`src/rtl/spi_core_pkg.sv`:
```
// Shared definitions for the SPI master shift engine.
//   - spi_state_e : transfer FSM states
//   - DTB_*       : CTRL.DTB encodings
//   - dtb_to_bits : maps a DTB code to the number of bits per transfer
package spi_core_pkg;

    typedef enum logic [1:0] {
        StIdle,
        StLead,
        StXfer,
        StTrail
    } spi_state_e;

    localparam logic [1:0] DTB_8  = 2'b00;
    localparam logic [1:0] DTB_16 = 2'b01;
    localparam logic [1:0] DTB_24 = 2'b10;
    localparam logic [1:0] DTB_32 = 2'b11;

    function automatic logic [5:0] dtb_to_bits(input logic [1:0] dtb);
        logic [5:0] bits;
        case (dtb)
            DTB_8:   bits = 6'd8;
            DTB_16:  bits = 6'd16;
            DTB_24:  bits = 6'd24;
            default: bits = 6'd32;
        endcase
        return bits;
    endfunction

endpackage

```
`src/rtl/spi_clkgen.sv`:
```
// Half-period divider and SCK edge counter for spi_core.
// Ports:
//   i_clk, i_rst      : system clock, asynchronous active-high reset
//   i_clear           : reload divider from i_div and zero the edge count (start/abort)
//   i_run             : transfer active; divider counts down
//   i_edge_en         : ticks in this phase produce SCK edges (LEAD/XFER)
//   i_div             : half period minus one, captured on i_clear
//   i_nbits           : bits per transfer (N); 2N edges are generated
//   o_tick            : end of a half period
//   o_lead_edge       : odd-numbered SCK edge this cycle
//   o_trail_edge      : even-numbered SCK edge this cycle
//   o_last_edge       : this cycle's edge is edge 2N
module spi_clkgen
    import spi_core_pkg::*;
(
    input  logic       i_clk,
    input  logic       i_rst,
    input  logic       i_clear,
    input  logic       i_run,
    input  logic       i_edge_en,
    input  logic [7:0] i_div,
    input  logic [5:0] i_nbits,
    output logic       o_tick,
    output logic       o_lead_edge,
    output logic       o_trail_edge,
    output logic       o_last_edge
);

    logic [7:0] r_div;
    logic [7:0] r_cnt;
    logic [6:0] r_edge;   // edges already produced
    logic       w_edge;
    logic [6:0] w_last_idx;

    assign o_tick       = i_run & (r_cnt == 8'd0);
    assign w_edge       = o_tick & i_edge_en;
    // Edge number is r_edge+1, so an even r_edge means an odd (leading) edge.
    assign o_lead_edge  = w_edge & ~r_edge[0];
    assign o_trail_edge = w_edge & r_edge[0];
    assign w_last_idx   = {i_nbits, 1'b0} - 7'd1;
    assign o_last_edge  = w_edge & (r_edge == w_last_idx);

    always_ff @(posedge i_clk or posedge i_rst) begin
        if (i_rst) begin
            r_div  <= 8'd0;
            r_cnt  <= 8'd0;
            r_edge <= 7'd0;
        end else if (i_clear) begin
            r_div  <= i_div;
            r_cnt  <= i_div;
            r_edge <= 7'd0;
        end else if (i_run) begin
            if (r_cnt == 8'd0) begin
                r_cnt <= r_div;
                if (i_edge_en) begin
                    r_edge <= r_edge + 7'd1;
                end
            end else begin
                r_cnt <= r_cnt - 8'd1;
            end
        end
    end

endmodule

```
`src/rtl/spi_core.sv`:
```
// Serial shift engine of the SPI master. Accepts one TX word per transfer,
// drives SCK/NSS/MOSI, samples MISO and returns one RX word plus a done pulse.
// Ports:
//   clk_i, rst_i                 : system clock, asynchronous active-high reset
//   en_i, cpol_i, cpha_i, lsb_i  : CTRL enable, clock polarity/phase, LSB-first
//   ass_i, nss_i                 : automatic slave select, slave index
//   div_i                        : half period H = div_i+1 clocks
//   dtb_i                        : bits per transfer (8/16/24/32)
//   tx_valid_i/tx_ready_o/tx_data_i : TX word handshake
//   rx_valid_o/rx_ready_i/rx_data_o : RX word handshake (held until consumed)
//   busy_o, done_o               : transfer in progress, completion pulse
//   spi_sck_o, spi_nss_o, spi_mosi_o, spi_miso_i : SPI pins
module spi_core
    import spi_core_pkg::*;
#(
    parameter int unsigned SPI_NSS_NUM = 1,
    parameter int unsigned DATA_WIDTH  = 32
) (
    input  logic                   clk_i,
    input  logic                   rst_i,
    input  logic                   en_i,
    input  logic                   cpol_i,
    input  logic                   cpha_i,
    input  logic                   lsb_i,
    input  logic                   ass_i,
    input  logic [2:0]             nss_i,
    input  logic [7:0]             div_i,
    input  logic [1:0]             dtb_i,
    input  logic                   tx_valid_i,
    input  logic [DATA_WIDTH-1:0]  tx_data_i,
    output logic                   tx_ready_o,
    output logic                   rx_valid_o,
    input  logic                   rx_ready_i,
    output logic [DATA_WIDTH-1:0]  rx_data_o,
    output logic                   busy_o,
    output logic                   done_o,
    output logic                   spi_sck_o,
    output logic [SPI_NSS_NUM-1:0] spi_nss_o,
    output logic                   spi_mosi_o,
    input  logic                   spi_miso_i
);

    spi_state_e             r_state;
    logic                   r_cpol;
    logic                   r_cpha;
    logic                   r_lsb;
    logic [5:0]             r_nbits;
    logic [DATA_WIDTH-1:0]  r_tx;
    logic [DATA_WIDTH-1:0]  r_rx_sh;
    logic [DATA_WIDTH-1:0]  r_rx_data;
    logic                   r_rx_valid;
    logic                   r_done;
    logic                   r_sck;
    logic [SPI_NSS_NUM-1:0] r_nss;

    logic                   w_start;
    logic                   w_abort;
    logic                   w_tick;
    logic                   w_lead;
    logic                   w_trail;
    logic                   w_last;
    logic                   w_edge;
    logic                   w_sample;
    logic                   w_shift;
    logic [4:0]             w_msb_idx;
    logic [DATA_WIDTH-1:0]  w_miso_ins;

    // Low on the line at idx when low is set; an out-of-range idx matches nothing.
    function automatic logic [SPI_NSS_NUM-1:0] nss_mask(input logic low, input logic [2:0] idx);
        logic [SPI_NSS_NUM-1:0] m;
        for (int unsigned i = 0; i < SPI_NSS_NUM; i++) begin
            m[i] = ~(low && (32'(idx) == i));
        end
        return m;
    endfunction

    assign w_start = (r_state == StIdle) & en_i & tx_valid_i & ~r_rx_valid;
    assign w_abort = (r_state != StIdle) & ~en_i;

    spi_clkgen u_clkgen (
        .i_clk        (clk_i),
        .i_rst        (rst_i),
        .i_clear      (w_start | w_abort),
        .i_run        (r_state != StIdle),
        .i_edge_en    ((r_state == StLead) | (r_state == StXfer)),
        .i_div        (div_i),
        .i_nbits      (r_nbits),
        .o_tick       (w_tick),
        .o_lead_edge  (w_lead),
        .o_trail_edge (w_trail),
        .o_last_edge  (w_last)
    );

    assign w_edge     = w_lead | w_trail;
    assign w_msb_idx  = 5'(r_nbits - 6'd1);
    assign w_miso_ins = DATA_WIDTH'(spi_miso_i) << w_msb_idx;
    // CPHA=1: the first leading edge only presents the bit already on MOSI.
    // CPHA=0: the final trailing edge must not shift past the last bit.
    assign w_sample   = r_cpha ? w_trail : w_lead;
    assign w_shift    = r_cpha ? (w_lead & (r_state != StLead)) : (w_trail & ~w_last);

    assign tx_ready_o = w_start;
    assign busy_o     = (r_state != StIdle);
    assign done_o     = r_done;
    assign rx_valid_o = r_rx_valid;
    assign rx_data_o  = r_rx_data;
    assign spi_sck_o  = r_sck;
    assign spi_nss_o  = r_nss;
    assign spi_mosi_o = (r_state != StIdle) & (r_lsb ? r_tx[0] : r_tx[w_msb_idx]);

    always_ff @(posedge clk_i or posedge rst_i) begin
        if (rst_i) begin
            r_state    <= StIdle;
            r_cpol     <= 1'b0;
            r_cpha     <= 1'b0;
            r_lsb      <= 1'b0;
            r_nbits    <= 6'd8;
            r_tx       <= '0;
            r_rx_sh    <= '0;
            r_rx_data  <= '0;
            r_rx_valid <= 1'b0;
            r_done     <= 1'b0;
            r_sck      <= 1'b0;
            r_nss      <= '1;
        end else begin
            r_done <= 1'b0;
            if (r_rx_valid && rx_ready_i) begin
                r_rx_valid <= 1'b0;
            end
            if (w_abort) begin
                r_state <= StIdle;
                r_sck   <= r_cpol;
                r_nss   <= '1;
            end else begin
                unique case (r_state)
                    StIdle: begin
                        r_sck <= cpol_i;
                        if (w_start) begin
                            r_state <= StLead;
                            r_cpol  <= cpol_i;
                            r_cpha  <= cpha_i;
                            r_lsb   <= lsb_i;
                            r_nbits <= dtb_to_bits(dtb_i);
                            r_tx    <= tx_data_i;
                            r_rx_sh <= '0;
                            r_nss   <= nss_mask(1'b1, nss_i);
                        end else begin
                            r_nss <= nss_mask(en_i & ~ass_i, nss_i);
                        end
                    end
                    StLead, StXfer: begin
                        if (w_edge) begin
                            r_sck <= ~r_sck;
                        end
                        if (w_sample) begin
                            r_rx_sh <= r_lsb ? ((r_rx_sh >> 1) | w_miso_ins)
                                             : {r_rx_sh[DATA_WIDTH-2:0], spi_miso_i};
                        end
                        if (w_shift) begin
                            r_tx <= r_lsb ? (r_tx >> 1) : (r_tx << 1);
                        end
                        if (r_state == StLead && w_edge) begin
                            r_state <= StXfer;
                        end
                        if (w_last) begin
                            r_state <= StTrail;
                        end
                    end
                    StTrail: begin
                        if (w_tick) begin
                            r_state    <= StIdle;
                            r_done     <= 1'b1;
                            r_rx_valid <= 1'b1;
                            r_rx_data  <= r_rx_sh;
                            r_nss      <= nss_mask(en_i & ~ass_i, nss_i);
                        end
                    end
                    default: r_state <= StIdle;
                endcase
            end
        end
    end

endmodule

```
`config.mk`:
```
export PLATFORM = sky130hd
export DESIGN_NAME = spi_core
export DESIGN_NICKNAME = d
export VERILOG_FILES = /design/src/rtl/spi_core_pkg.sv /design/src/rtl/spi_clkgen.sv /design/src/rtl/spi_core.sv
export SDC_FILE = /design/constraint.sdc
export NUM_CORES = 1
export LEC_CHECK = 0
export ABC_AREA = 0
export ABC_CLOCK_PERIOD_IN_PS = 6200
export CAP_MARGIN = 20
export CORE_ASPECT_RATIO = 1.1
export CORE_MARGIN = 2
export CORE_UTILIZATION = 43
export CTS_CLUSTER_DIAMETER = 60
export DETAILED_ROUTE_END_ITERATION = 7
export GPL_TIMING_DRIVEN = 0
export MAX_ROUTING_LAYER = met4
export PLACE_DENSITY = 0.68
export SKIP_CTS_REPAIR_TIMING = 1
export SYNTH_ARGS = -nofsm -noshare
export SYNTH_HDL_FRONTEND = slang
export SYNTH_SLANG_ARGS = --single-unit
```
`constraint.sdc`:
```
create_clock -name clk_i -period 6.2 [get_ports clk_i]
set_clock_uncertainty 0.15 [all_clocks]
set_input_delay 0.93 -clock clk_i [delete_from_list [all_inputs] [get_ports clk_i]]
set_output_delay 0.93 -clock clk_i [all_outputs]
set_load 0.01 [all_outputs]
```
==> results of run 1 <==
[worst register-to-register path, stage by stage (launching register included)]
cell and delay (ps):
dfrtp_1 380, inv_1 120, ha_1 170, nor3b_1 310
clkbuf_1 430, o2111ai_1 190, o22ai_1 430, buf_2 350
mux2_2 370
[cells in the mapped netlist, drive strengths merged, types with 2 or more instances]
| cell type | count |
|---|---|
| a21oi | 43 |
| a22oi | 6 |
| a311oi | 2 |
| a31oi | 5 |
| buf | 18 |
| clkbuf | 28 |
| dfrtp | 129 |
| dfstp | 2 |
| ha | 10 |
| inv | 25 |
| mux2 | 102 |
| mux2i | 61 |
| nand2 | 27 |
| nand3 | 13 |
| nand4 | 2 |
| nor2 | 68 |
| nor2b | 3 |
| nor3 | 6 |
| nor3b | 2 |
| nor4 | 7 |
| nor4bb | 2 |
| o211ai | 2 |
| o21ai | 18 |
| o22ai | 4 |
| o31ai | 3 |
| or3 | 2 |
| or4 | 2 |
| xnor2 | 7 |
| xor2 | 3 |
[worst min-delay path by stage]
stage                                        from                             to  slack, ps  depth (start not counted)
global route        u_clkgen.r_div[1]$_DFFE_PP0N_  u_clkgen.r_div[1]$_DFFE_PP0N_        380                          1
detailed placement         r_nbits[5]$_DFFE_PP0P_         r_nbits[5]$_DFFE_PP0P_        340                          2
CTS                      rx_data_o[2]$_DFFE_PP0P_       rx_data_o[2]$_DFFE_PP0P_        360                          1
floorplan                      r_cpol$_DFFE_PP0P_             r_cpol$_DFFE_PP0P_        300                          2
global placement               r_cpol$_DFFE_PP0P_             r_cpol$_DFFE_PP0P_        330                          2
finish                  rx_data_o[25]$_DFFE_PP0P_      rx_data_o[25]$_DFFE_PP0P_        350                          1
[layer usage]
layer  share of wire, %  GRT usage, %  vias to the layer above  wire length, um
met4                2.2          8.21                        0              352
met5                  0             -                        -                0
met3                4.0          3.84                       30              632
met2                 49          31.5                      121             7840
met1                 44          25.0                     2550             7020
li1                   -             -                     2449                -
[cell families (layout without fill, tap and decap cells)]
family | after synthesis | count (layout) | share of synthesized area [%]
adder cells (fa/ha/maj) | 10 | 10 | 1.79
AO/OA/AOI/OAI | 97 | 97 | 8.45
buffers and inverters | 71 | 194 | 4.56
XOR/XNOR | 11 | 11 | 1.59
flip-flops | 131 | 131 | 46.9
multiplexers | 164 | 164 | 26.9
AND/OR/NAND/NOR | 143 | 143 | 9.81
[state kept, by name (all words and copies together) (netlist names), 2 cells and up]
register,count
r_tx,32
rx_data_o,32
r_rx_sh,32
r_state,2
u_clkgen.r_cnt,8
u_clkgen.r_edge,7
u_clkgen.r_div,8
r_nbits,3
[area by class of cell]
class	instances	area, um2
flip-flops and latches	131	3280
clock inverters	4	47.5
inverters	25	98.8
clock buffers	26	509
well taps	200	250
repair buffers	93	948
multi-input cells	425	3390
fillers	1334	7040
plain buffers	46	225
[per-stage QoR]
step	TNS [ps]	setup WS [ps]
floorplan	0	1630
global placement	-15920	-133
detailed placement	0	1960
CTS	0	1940
global route	0	1860
finish	0	1990
[power groups by stage]
stage	registers (mW)	clock network [mW]	logic, mW
2_1_floorplan	1.26	0	1.44
3_3_place_gp	1.32	0	1.80
3_5_place_dp	1.34	0	1.85
4_1_cts	1.33	0.965	1.86
5_1_grt	1.36	1.00	2.06
6_report	1.33	0.945	1.86
==> reports/metrics.yaml, run 1 <==
worst_hold_path:
  min_path_type: "flip-flop to flip-flop"
clock_tree:
  clkLatencyLatePin_ps: 420
  cts.sinks: 131
  cts_buffers: 17
  clk_path_buf_depth: 2
  cts_tree: "yes"
  root_buffer: "clkbuf_16"
  h-tree-depth: 4
  path_clk_slew_ps: 50
critical_path:
  crit_top_cell: "clkdlybuf4s50_1"
  path_delay_family: "buffers and inverters"
  crit_required_ps: 5120
  crit_type: "input port to primary output"
  path_depth: 5
  max_stage_delay_ps: 630
  reg2reg_from: "u_clkgen.r_cnt[0]$_DFFE_PP0P_"
  regToRegSetupSlack_ps: 3180
  crit_start: "tx_valid_i"
  cp_data_arrival_time_ps: 3130
  start_kind: "input port"
  critPathCapture: "tx_ready_o"
  cp_cell_sequence: "clkdlybuf4s50_1 -> nand4b_1 -> inv_1 -> clkbuf_1 -> clkdlybuf4s50_1"
  reg2reg_depth: 8
  critPathBufInv: 4
  cp_slowest_cell: "clkdlybuf4s50_1"
  cp_max_fo: 10
  endpoint_kind: "primary output"
  r2r_end: "r_tx[22]$_DFFE_PP0P_"
power_and_ir_drop:
  p_int_mw: 2.57
  p_sw_share_pct: 37.9
  p_leak_nw: 3.93
  vdd_drop_max_mv: 0.258
  p_sw_mw: 1.56
  power_density_nw_per_um2: 472
  sequentialPowerShare_pct: 32.1
  total_power_mw: 4.13
  power_frac_clock_pct: 22.9
  combinationalPowerShare_pct: 45.0
route:
  via_per_inst: 5.42
  postRouteAntennaNets: 0
  drc: 0
  dr.pass1.iters: 4
  vias: 5150
  routedWlPerCell_um: 16.7
  wl_um: 15800
  drtIter0Drc: 245
die:
  die_area_um2: 17300
  die_x_um: 126
  core-area_um2: 15800
  placement_rows: 48
  ios: 94
  start_util_pct: 44.3
  die_h_um: 138
synth:
  synthCells: 627
  ys_ff_latch: 131
  netlist_area_um2: 6990
  yosys_warnings: 0
  seq_area_frac_synth_pct: 46.9
  synth_flop_cell: "dfrtp_1"
  syn_nets: 692
  synth_top_area_share_pct: 46.2
  synth.distinct_cells: 61
  synth_area_leaders: "dfrtp_1, mux2_2, mux2i_1"
  synth_area_leader_cell: "dfrtp_1"
  synth-edff-count: 0
  async_flop_share_pct: 100
  avgSynthCellArea_um2: 11.2
sta:
  drv_slew: 0
  post-route-period-util_pct: 67.9
  timing.fmax_ghz: 0.238
  tightestPinTransition_ps: 709
  rsz0062_at_grt: "no"
  final.min_clock_period_ps: 4210
  finalHoldViolCount: 0
  setup_viol: 0
  relSlewSlack_pct: 52.8
  whs_ps: 352
global_routing:
  track_usage_pct: 19.8
  grt_max_degree: 89
  antenna_found_initial: 0
  grt_pass1_wl_um: 26400
  grt_pass1_vias: 5224
  grt_overflow: 0
finish:
  fin_nets: 804
  final_cell_mix: "dfrtp_1, clkdlybuf4s50_1, mux2_2"
  finish.instance_area_um2: 8750
  fin_cells: 950
  diodes: 0
  post-route-util_pct: 55.4
  area_growth_pct: 25.2
  drive_above_1_share_pct: 20.8
  layout_commonest_cell: "dfrtp_1"
job:
  maxCapViolCount: 0
placement:
  io_buffer_count: 92
  place_inst: 920
  dpl.hpwl_um: 11400
  gp_congestion: 0.822
  postPlaceCellArea_um2: 8200
outcome:
  outcome: "finished clean"
No activity file was read; power rests on OpenSTA's default activity.
==> run 2, diff against run 1 <==
--- a/config.mk
+++ b/config.mk
@@ -6,7 +6,7 @@
 export NUM_CORES = 1
 export LEC_CHECK = 0
 export ABC_AREA = 0
-export ABC_CLOCK_PERIOD_IN_PS = 6200
+export ABC_CLOCK_PERIOD_IN_PS = 4100
 export CAP_MARGIN = 20
 export CORE_ASPECT_RATIO = 1.1
 export CORE_MARGIN = 2
==> constraint.sdc (replaced) <==
create_clock -name clk_i -period 4.1 [get_ports clk_i]
set_clock_uncertainty 0.15 [all_clocks]
set_input_delay 0.615 -clock clk_i [delete_from_list [all_inputs] [get_ports clk_i]]
set_output_delay 0.615 -clock clk_i [all_outputs]
set_load 0.01 [all_outputs]
==> reports/metrics.yaml, run 2 (synthesized netlist as in run 1, its figures left out) <==
outcome:
  outcome: "finished clean"  # unchanged
critical_path:
  cp_data_arrival_time_ps: 2910  # was 3130 ps
  start_kind: "input port"  # unchanged
  cp_max_fo: 10  # unchanged
  crit_required_ps: 3340  # was 5120 ps
  crit_type: "input port to primary output"  # unchanged
  crit_start: "tx_valid_i"  # unchanged
  endpoint_kind: "primary output"  # unchanged
  reg2reg_depth: 8  # unchanged
  reg2reg_from: "u_clkgen.r_cnt[0]$_DFFE_PP0P_"  # unchanged
route:
  wl_um: 16000  # was 15800 um
  vias: 5172  # was 5150
  drtIter0Drc: 434  # was 245
  routedWlPerCell_um: 16.9  # was 16.7 um
  postRouteAntennaNets: 0  # unchanged
  dr.pass1.iters: 4  # unchanged
  via_per_inst: 5.43  # was 5.42
  drc: 0  # unchanged
die:
  placement_rows: 48  # unchanged
  die_h_um: 138  # unchanged
  ios: 94  # unchanged
  die_area_um2: 17300  # unchanged
  core-area_um2: 15800  # unchanged
  die_x_um: 126  # unchanged
  start_util_pct: 44.3  # unchanged
global_routing:
  grt_overflow: 0  # unchanged
  grt_max_degree: 46  # was 89
  grt_pass1_wl_um: 27100  # was 26400 um
  track_usage_pct: 20.1  # was 19.8%
  grt_pass1_vias: 5396  # was 5224
  antenna_found_initial: 0  # unchanged
sta:
  finalHoldViolCount: 0  # unchanged
  final.min_clock_period_ps: 3670
  drv_slew: 0  # unchanged
  tightestPinTransition_ps: 699  # was 709 ps
  post-route-period-util_pct: 89.6
  setup_viol: 0  # unchanged
  setup_slack_ps: 427  # was 1990 ps
  rsz0062_at_grt: "no"  # unchanged
  relSlewSlack_pct: 53.4  # was 52.8%
  timing.fmax_ghz: 0.272
  tns_ps: 0  # unchanged
clock_tree:
  path_clk_slew_ps: 50  # about the same
  h-tree-depth: 4  # unchanged
  cts_tree: "yes"  # unchanged
  cts.sinks: 131  # unchanged
  cts_buffers: 17  # unchanged
  clkLatencyLatePin_ps: 420  # about the same
  clk_path_buf_depth: 2  # unchanged
  root_buffer: "clkbuf_16"  # unchanged
finish:
  drive_above_1_share_pct: 20.7  # was 20.8%
  final_cell_mix: "dfrtp_1, clkdlybuf4s50_1, mux2_2"  # unchanged
  finish.instance_area_um2: 8810  # was 8750 um2
  fin_cells: 952  # was 950
  diodes: 0  # unchanged
  layout_commonest_cell: "dfrtp_1"  # unchanged
  area_growth_pct: 26.1  # was 25.2%
  fin_nets: 806  # was 804
placement:
  gp_congestion: 0.828  # was 0.822
  dpl.hpwl_um: 11600  # was 11400 um
  postPlaceCellArea_um2: 8230  # was 8200 um2
  io_buffer_count: 92  # unchanged
  place_inst: 922  # was 920
  dp_slack_ps: 510  # was 1960 ps
job:
  maxCapViolCount: 0  # unchanged
power_and_ir_drop:
  vdd_drop_max_mv: 0.394  # was 0.258 mV
  p_leak_nw: 3.95  # was 3.93 nW
  total_power_mw: 6.34  # was 4.13 mW
  power_density_nw_per_um2: 719  # was 472 nW/um2
worst_hold_path:
  min_path_type: "input port to async pin"  # was flip-flop to flip-flop
-- run 2: report_power, final --
group | switching [mW] | internal (mW) | total (mW)
logic | 1.52 | 1.29 | 2.81
clock network | 0.520 | 0.998 | 1.52
registers | 0.327 | 1.68 | 2.01
total | 2.36 | 3.98 | 6.34
-- run 2: worst max-delay path: stages --
cell,delay (ps)
clkdlybuf4s50_1,500
nand4b_1,400
inv_1,270
clkbuf_1,470
clkdlybuf4s50_1,640
-- run 2: area by class of cell --
class,instances,area [um2]
repair buffers,95,981
plain buffers,46,225
fillers,1357,6980
multi-input cells,425,3390
well taps,200,250
clock inverters,4,97.6
flip-flops and latches,131,3280
inverters,25,97.6
clock buffers,26,489
-- run 2: per-layer routing --
layer  wire length (um)  vias to the layer above  GRT usage [%]  part of all wire, %
li1                   -                     2455              -                    -
met1               7100                     2572           24.8                   44
met2               8060                      124           34.2                   50
met3                595                       21           3.15                  3.7
met4                293                        0           6.85                  1.8
met5                  0                        -              -                    0
-- run 2: path summary, 6_finish.rpt --
| path | endpoint | slack (ps) |
|---|---|---|
| max | tx_ready_o | 430 |
| min reg2reg | r_cpol$_DFFE_PP0P_ | 350 |
| max in group asynchronous | r_nbits[3]$_DFFE_PP1P_ | 2930 |
| min in group clk_i | r_cpol$_DFFE_PP0P_ | 350 |
| max reg2reg | r_tx[25]$_DFFE_PP0P_ | 1080 |
| min | rx_data_o[28]$_DFFE_PP0P_ | 330 |
-- run 2: through the flow --
step / hold slack [ps] / util (%)
4_1_cts: 325 / 55.8
5_1_grt: 359 / 55.8
2_1_floorplan: 297 / -
3_5_place_dp: 335 / 52.1
6_report: 333 / 55.8
3_3_place_gp: 324 / 51.7
==> run 3, diff against run 2 <==
--- a/config.mk
+++ b/config.mk
@@ -9,7 +9,7 @@
 export ABC_CLOCK_PERIOD_IN_PS = 4100
 export CAP_MARGIN = 20
 export CORE_ASPECT_RATIO = 1.1
-export CORE_MARGIN = 2
+export CORE_MARGIN = 1.5
 export CORE_UTILIZATION = 43
 export CTS_CLUSTER_DIAMETER = 60
 export DETAILED_ROUTE_END_ITERATION = 7
==> reports/metrics.yaml, run 3 (synthesized netlist as in run 1, its figures left out) <==
die:
  placement_rows: 48  # unchanged
  die_area_um2: 17000  # was 17300 um2
  ios: 94  # unchanged
  core-area_um2: 15800  # unchanged
  die_x_um: 125  # was 126 um
  die_h_um: 137  # was 138 um
  start_util_pct: 44.3  # unchanged
global_routing:
  grt_max_degree: 46  # unchanged
  grt_pass1_wl_um: 27200  # was 27100 um
  track_usage_pct: 20.6  # was 20.1%
  grt_pass1_vias: 5336  # was 5396
  antenna_found_initial: 0  # unchanged
  grt_overflow: 0  # unchanged
finish:
  num-fill-cells: 1362  # was 1357
  fin_cells: 951  # was 952
  fin_nets: 806  # unchanged
  drive_above_1_share_pct: 21.0  # was 20.7%
  area_growth_pct: 25.0  # was 26.1%
  post-route-util_pct: 55.3  # was 55.8%
  finish.instance_area_um2: 8740  # was 8810 um2
  layout_commonest_cell: "dfrtp_1"  # unchanged
  final_cell_mix: "dfrtp_1, clkdlybuf4s50_1, mux2_2"  # unchanged
  diodes: 0  # unchanged
power_and_ir_drop:
  p_leak_nw: 3.93  # was 3.95 nW
  vdd_drop_max_mv: 0.393  # was 0.394 mV
  p_sw_share_pct: 38.7  # was 37.3%
  sequentialPowerShare_pct: 32.5  # was 31.7%
  p_int_mw: 3.78  # was 3.98 mW
  p_sw_mw: 2.39  # was 2.36 mW
  power_density_nw_per_um2: 706  # was 719 nW/um2
  combinationalPowerShare_pct: 45.8  # was 44.3%
  power_frac_clock_pct: 21.7  # was 24.0%
sta:
  setup_viol: 0  # unchanged
  post-route-period-util_pct: 88.7  # was 89.6%
  tns_ps: 0  # unchanged
  rsz0062_at_grt: "no"  # unchanged
  relSlewSlack_pct: 51.5  # was 53.4%
  finalHoldViolCount: 0  # unchanged
  timing.fmax_ghz: 0.275  # was 0.272 GHz
  tightestPinTransition_ps: 728  # was 699 ps
  drv_slew: 0  # unchanged
  final.min_clock_period_ps: 3640  # was 3670 ps
route:
  postRouteAntennaNets: 0  # unchanged
  drc: 0  # unchanged
  routedWlPerCell_um: 17.0  # was 16.9 um
  via_per_inst: 5.41  # was 5.43
  dr.pass1.iters: 5  # was 4
  vias: 5145  # was 5172
  wl_um: 16100  # was 16000 um
  drtIter0Drc: 276  # was 434
critical_path:
  cp_max_fo: 10  # unchanged
  start_kind: "input port"  # unchanged
  cp_slowest_cell: "clkdlybuf4s50_1"  # unchanged
  reg2reg_depth: 8  # unchanged
  max_stage_delay_ps: 640  # about the same
  cp_data_arrival_time_ps: 2870  # was 2910 ps
  cp_cell_sequence: "clkdlybuf4s50_1 -> nand4b_1 -> inv_1 -> clkbuf_1 -> clkdlybuf4s50_1"  # unchanged
  crit_top_cell: "clkdlybuf4s50_1"  # unchanged
  endpoint_kind: "primary output"  # unchanged
  crit_type: "input port to primary output"  # unchanged
  crit_required_ps: 3340  # about the same
outcome:
  outcome: "finished clean"  # unchanged
clock_tree:
  cts.sinks: 131  # unchanged
  clkLatencyLatePin_ps: 430  # was 420 ps
  cts_buffers: 17  # unchanged
  cts_tree: "yes"  # unchanged
  root_buffer: "clkbuf_16"  # unchanged
  clk_path_buf_depth: 2  # unchanged
  h-tree-depth: 4  # unchanged
  path_clk_slew_ps: 50  # about the same
placement:
  dpl.hpwl_um: 11600  # about the same
  gp_congestion: 0.840  # was 0.828
  place_inst: 922  # unchanged
  postPlaceCellArea_um2: 8230  # unchanged
  io_buffer_count: 92  # unchanged
job:
  maxCapViolCount: 0  # unchanged
worst_hold_path:
  min_path_type: "input port to async pin"  # unchanged
-- run 3: changes by cell type in the layout (fill, tap and decap cells not counted), sizes merged --
cell	change
bufinv	-3
clkbuf	-3
clkinv	+5
-- run 3: final cells by class --
class / count / area, um2 / area share, %
well taps: 200 / 250 / 2.86
multi-input cells: 425 / 3390 / 38.8
clock buffers: 23 / 478 / 5.47
flip-flops and latches: 131 / 3280 / 37.5
inverters: 25 / 97.6 / 1.12
clock inverters: 6 / 32.5 / 0.372
repair buffers: 95 / 981 / 11.2
plain buffers: 46 / 225 / 2.58
-- run 3: critical path, delay by kind of cell --
family / cells / cell delay (ps)
buf+inv: 4 / 1850
simple gates: 1 / 400
-- run 3: worst paths after layout --
kind                       slack, ps                        end                       from
hold / removal                   330       rx_valid_o$_DFF_PP0_                      rst_i
hold reg to reg                  350  rx_data_o[10]$_DFFE_PP0P_  rx_data_o[10]$_DFFE_PP0P_
setup / recovery                 460                 tx_ready_o                 tx_valid_i
min in group clk_i               350  rx_data_o[10]$_DFFE_PP0P_  rx_data_o[10]$_DFFE_PP0P_
max in group asynchronous       2930     r_nbits[3]$_DFFE_PP1P_                      rst_i
setup reg to reg                1100       r_tx[28]$_DFFE_PP0P_     r_state[1]$_DFFE_PP0P_
-- run 3: through the flow --
stage	power (mW)	hold WS (ps)	setup WS [ps]
4_1_cts	6.18	336	484
3_3_place_gp	4.73	324	513
3_5_place_dp	4.83	345	492
5_1_grt	6.60	343	297
2_1_floorplan	4.09	297	1610
6_report	6.17	334	465
-- run 3: power by group through the flow --
stage / Sequential (mW) / Combinational (mW) / Clock (mW)
final: 2.00 / 2.82 / 1.34
after global routing: 2.06 / 3.11 / 1.42
after floorplan: 1.91 / 2.18 / 0
after global placement: 2.00 / 2.72 / 0
after CTS: 2.00 / 2.82 / 1.35
after detailed placement: 2.02 / 2.81 / 0
-- run 3: metal layers --
layer  part of all wire (%)  vias to the layer above  track usage [%]
met4                    1.6                        0             7.66
li1                       -                     2457                -
met1                     45                     2542             25.7
met2                     49                      123             33.0
met5                      0                        -                -
met3                    3.9                       23             4.85
